### src/rtl/msg_tx.sv
// msg_tx: byte FIFO feeding an 8N1 serial transmitter.
// Bytes pushed by game logic are queued and sent as start bit, 8 data bits
// LSB first, stop bit. Back-to-back frames leave the line with no idle gap.
//
// Handshake: tx_valid is a push strobe with no back-pressure. A byte offered
// while tx_full is high is dropped and reported by a one-cycle overflow pulse.
module msg_tx #(
  parameter int CLKS_PER_BIT = 8,
  parameter int DEPTH        = 4
) (
  input  logic       clk,
  input  logic       Rst,
  input  logic [7:0] tx_byte,
  input  logic       tx_valid,
  output logic       tx_full,
  output logic       tx_empty,
  output logic       overflow,
  output logic       busy,
  output logic       tx_line
);

  localparam int AW = $clog2(DEPTH);
  localparam int CW = (CLKS_PER_BIT > 1) ? $clog2(CLKS_PER_BIT) : 1;

  typedef enum logic [1:0] {
    IDLE  = 2'd0,
    START = 2'd1,
    DATA  = 2'd2,
    STOP  = 2'd3
  } state_t;

  state_t        state;
  logic [7:0]    mem [DEPTH];
  logic [AW-1:0] wr_ptr;
  logic [AW-1:0] rd_ptr;
  logic [AW:0]   count;
  logic [CW-1:0] cyc;
  logic [2:0]    bit_idx;
  logic [7:0]    shift;

  logic          push;
  logic          pop;
  logic          last_cyc;

  assign tx_full  = (count == (AW + 1)'(DEPTH));
  assign tx_empty = (count == '0);
  assign busy     = (state != IDLE) || !tx_empty;

  // Full is judged on the pre-edge count, so a push while full is dropped
  // even if a pop frees a slot on the same edge.
  assign push     = tx_valid && !tx_full;
  assign last_cyc = (cyc == CW'(CLKS_PER_BIT - 1));
  assign pop      = !tx_empty && ((state == IDLE) || ((state == STOP) && last_cyc));

  // FIFO storage; data needs no reset since count gates every read.
  always_ff @(posedge clk) begin
    if (push) mem[wr_ptr] <= tx_byte;
  end

  // FIFO pointers, occupancy and the overflow pulse.
  always_ff @(posedge clk or posedge Rst) begin
    if (Rst) begin
      wr_ptr   <= '0;
      rd_ptr   <= '0;
      count    <= '0;
      overflow <= 1'b0;
    end else begin
      overflow <= tx_valid && tx_full;
      if (push) wr_ptr <= wr_ptr + 1'b1;
      if (pop)  rd_ptr <= rd_ptr + 1'b1;
      case ({push, pop})
        2'b10:   count <= count + 1'b1;
        2'b01:   count <= count - 1'b1;
        default: count <= count;
      endcase
    end
  end

  // Frame sequencer with a registered serial output.
  always_ff @(posedge clk or posedge Rst) begin
    if (Rst) begin
      state   <= IDLE;
      tx_line <= 1'b1;
      cyc     <= '0;
      bit_idx <= '0;
      shift   <= '0;
    end else begin
      case (state)
        IDLE: begin
          tx_line <= 1'b1;
          cyc     <= '0;
          if (pop) begin
            shift   <= mem[rd_ptr];
            state   <= START;
            tx_line <= 1'b0;
          end
        end
        START: begin
          if (last_cyc) begin
            cyc     <= '0;
            bit_idx <= '0;
            state   <= DATA;
            tx_line <= shift[0];
          end else begin
            cyc <= cyc + 1'b1;
          end
        end
        DATA: begin
          if (last_cyc) begin
            cyc <= '0;
            if (bit_idx == 3'd7) begin
              state   <= STOP;
              tx_line <= 1'b1;
            end else begin
              bit_idx <= bit_idx + 1'b1;
              shift   <= {1'b0, shift[7:1]};
              tx_line <= shift[1];
            end
          end else begin
            cyc <= cyc + 1'b1;
          end
        end
        STOP: begin
          if (last_cyc) begin
            cyc <= '0;
            if (pop) begin
              shift   <= mem[rd_ptr];
              state   <= START;
              tx_line <= 1'b0;
            end else begin
              state   <= IDLE;
              tx_line <= 1'b1;
            end
          end else begin
            cyc <= cyc + 1'b1;
          end
        end
        default: begin
          state   <= IDLE;
          tx_line <= 1'b1;
        end
      endcase
    end
  end

endmodule

### config.mk
export PLATFORM = sky130hd
export DESIGN_NAME = msg_tx
export DESIGN_NICKNAME = d
export VERILOG_FILES = /design/src/rtl/msg_tx.sv
export SDC_FILE = /design/constraint.sdc
export NUM_CORES = 1
export LEC_CHECK = 0
export BUFFER_PORTS_ARGS = -buffer_cell sky130_fd_sc_hd__buf_2
export CORE_ASPECT_RATIO = 2
export CORE_MARGIN = 4
export CORE_UTILIZATION = 51
export DETAILED_ROUTE_END_ITERATION = 8
export GPL_ROUTABILITY_DRIVEN = 0
export GPL_TIMING_DRIVEN = 1
export PLACE_DENSITY = 0.69
export SLEW_MARGIN = 10
export SYNTH_ARGS = -nofsm -noshare
export SYNTH_HDL_FRONTEND = slang
export SYNTH_SLANG_ARGS = --single-unit
### constraint.sdc
create_clock -name clk -period 3.4 [get_ports clk]
set_input_delay 0.34 -clock clk [delete_from_list [all_inputs] [get_ports clk]]
set_output_delay 0.34 -clock clk [all_outputs]
set_load 0.03 [all_outputs]
==> metrics.md <==
| Metric | Value |
|---|---|
| Vias in the first global route | 1577 |
| Gr usage total | 0.160 |
| Worst Path Max Fanout | 9 |
| Worst-Skew Late Latency | about 0.33 ns |
| Largest net degree at the start of global routing | 26 |
| Yosys top cell by area | edfxtp_1 |
| Core Rows | 36 |
| Peak Freq | between 400 and 500 MHz |
| Final worst-path cycle share | 0.713 |
| Initial antenna violation count | 0 |
| Slew headroom | 0.348 |
| Synth area leaders | edfxtp_1 37%, dfrtp_1 23%, ha_1 6.8% |
| Final Hold Viols | 0 |
| Initial core utilization | 0.527 |
| CTS tree | done |
| I/O pins | 16 |
| WL/cell | about 16 um |
| Worst IR Drop VDD | between 0.4 and 0.5 mV |
| CTS Buffer Depth | 2 |
| Post-synth net total | between 200 and 250 |
| RSZ-0062 raised after global routing | no |
| Power Density | between 600 and 700 nW/um^2 |
| Main synth FF type | edfxtp_1 |
| Data arrival, critical path | between 2 and 3 ns |
| Mapped Area | about 2600 um^2 |
| DR vias | ~1500 |
| Setup TNS | 0 ns |
| CTS Root Cell | clkbuf_8 |
| Synth top cells by count | 32 x edfxtp_1, 24 x dfrtp_1, 19 x o21ai_0 |
| # H-tree levels | 3 |
| Hold Path Stages | 1 |
| Crit path largest cell delay | about 0.44 ns |
| Most frequent cell after synthesis | edfxtp_1 |
| Initial drt markers | 50 |
| Worst setup margin | around 1 ns |
| Nets | 239 |
| Area of the core | between 4000 and 5000 um^2 |
| Worst r2r src | state[0] |
| Clock Sinks | 57 |
| Setup crit start | state[0] |
| Setup crit start kind | flop |
| Mean area per synthesized cell | 13.4 um^2 |
| Seq cells post-synth | 57 |
| Vias per std cell | 5.46 |
| Post_cts resized | 0 |
| Crit Path Category | flop to flop |
| Worst Max-Slew Pin Slew | approximately 1 ns |
| HPWL after DPL | 3220 um |
| Max Cap Violations | 0 |
| Postcts setup bufs | 0 |
| Mapped Cells | ~190 |
| Routed Wire Length | about 4400 um |
| DRT Pass-1 Iters | 4 |
| Count of unique library cells instantiated by Yosys | 37 |
| Fin crit period | roughly 2.4 ns |
| Crit path required time | between 3 and 4 ns |
| Cells along the critical path | inv_1, ha_1, a21oi_1, nor2_1, ha_1, inv_1, fa_1, xor2_1, nor2_1, xor2_1 |
| Static leakage | about 0.0013 uW |
| Endpoints failing setup | 0 |
| Post-synth EDFFs | 32 |
| CTS buffer count | 9 |
| Post-synthesis sequential area ratio | 0.614 |
| Delay-heaviest family, CP | adder cells |
| CTS Hold Bufs | 0 |
| Outcome | finished, final reports clean |
| Share of cells above drive strength 1 | 0.193 |
| Final hold slack | around 0.22 ns |
| WP depth | 10 |
| Syn. warnings | 0 |
| Worst Path Buf+Inv | 2 |
| Gr ovfl total | 0 |
| Filler Cell Count | just under 400 |
| Endpoint class of the critical path | flop |
| Async S/R FF share, synth | 0.439 |
| Hold_sp | tx_byte[3] |
| Slew Viols, Final | 0 |
| Slowest cell on the critical path | dfrtp_1 |
| Antenna Diode Count | 0 |
| Die ar. | around 6300 um^2 |
| Worst slack, placed | between 1 and 1.5 ns |
| Final antenna-violating net count | 0 |
| Area share of the largest cell type after synthesis | 0.372 |
| Worst-path clk slew | 0.07 ns |
| P&R area growth vs syn | 12.5% |
| Worst Skew | a little under 0.007 ns |
| Type of the worst min-delay path | input pin to flop |
| Design area | between 2000 and 3000 um^2 |
| PortBufs | 15 |
| DRC | 0 |
| Vert. Die Dim | 109 um |
| First-pass GRT wire length | 7340 um |
| Worst reg2reg path depth | 10 |
| Die Width | slightly below 60 um |
| DP Area | roughly 2700 um^2 |
-- power by group --
group          switching, uW  internal (uW)
registers               58.4            852
logic                    168           91.5
clock network            272            412
total                    499           1360
-- metrics by stage --
step,instances,total power (uW),util
finish,275,1850,0.593
floorplan,193,1100,-
detailed placement,259,1190,0.548
CTS,275,1880,0.593
global route,275,1950,0.593
global placement,259,1160,0.548
-- cells in the final DEF, fill, tap and decap left out, types with 3 or more instances in the layout --
cell type,instances
buf_2,15
dfrtp_1,24
nand2_1,16
xnor2_1,3
mux2_2,3
inv_1,11
a22oi_1,10
o21ai_0,19
ha_1,14
edfxtp_1,32
xor2_1,3
mux2i_1,15
nor2b_1,3
clkbuf_8,9
nor2_1,6
and3_1,5
-- layout make-up --
| class | count | area, um^2 | area share |
|---|---|---|---|
| clock buffer | 9 | 124 | 0.0426 |
| clock inverter | 7 | 93.8 | 0.0323 |
| inverter | 11 | 41.3 | 0.0142 |
| multi-input combinational | 119 | 916 | 0.315 |
| sequential | 57 | 1590 | 0.546 |
| tap | 57 | 71.3 | 0.0245 |
| timing repair buffer | 15 | 75.1 | 0.0258 |
-- state kept, by name (all words and copies together) (netlist names) --
register / cells
tx_line: 1
shift: 8
cyc: 3
bit_idx: 3
wr_ptr: 2
rd_ptr: 2
mem: 32
state: 2
count: 3
overflow: 1
-- worst register-to-register path, stage by stage (launching register included) --
cell and delay, ns:
dfrtp_1 0.44, inv_1 0.14, ha_1 0.32, a21oi_1 0.12, nor2_1 0.24, ha_1 0.23, inv_1 0.06, fa_1 0.37
xor2_1 0.15, nor2_1 0.12, xor2_1 0.16
-- worst paths after layout --
| path | endpoint | slack, ns |
|---|---|---|
| max | count[2] | 0.98 |
| min | mem[2][3] | 0.22 |
| max reg2reg | count[2] | 0.98 |
| min reg2reg | cyc[0] | 0.44 |
| max in group asynchronous | shift[0] | 2.58 |
| min in group asynchronous | count[2] | 0.23 |
-- logic make-up (layout without fill, tap and decap cells) --
group / after synthesis / after routing / share of synthesized area
DFF: 57 / 57 / 0.614
AOI/OAI and AO/OA: 38 / 38 / 0.0948
buffers and inverters: 17 / 42 / 0.0319
xor gates and xnor gates: 6 / 6 / 0.0203
muxes: 19 / 19 / 0.0798
and+or+nand+nor: 41 / 41 / 0.0837
adders and majority gates: 15 / 15 / 0.0755
-- metal layers --
metal  global-route usage  part of all wire  vias up
met4               0.0697             0.018        0
met5                    0                 0        -
met3               0.0474             0.030        8
met1                0.166              0.37      739
met2                0.286              0.58       18
li1                     -                 -      736
(Power assumes the default switching activity.)
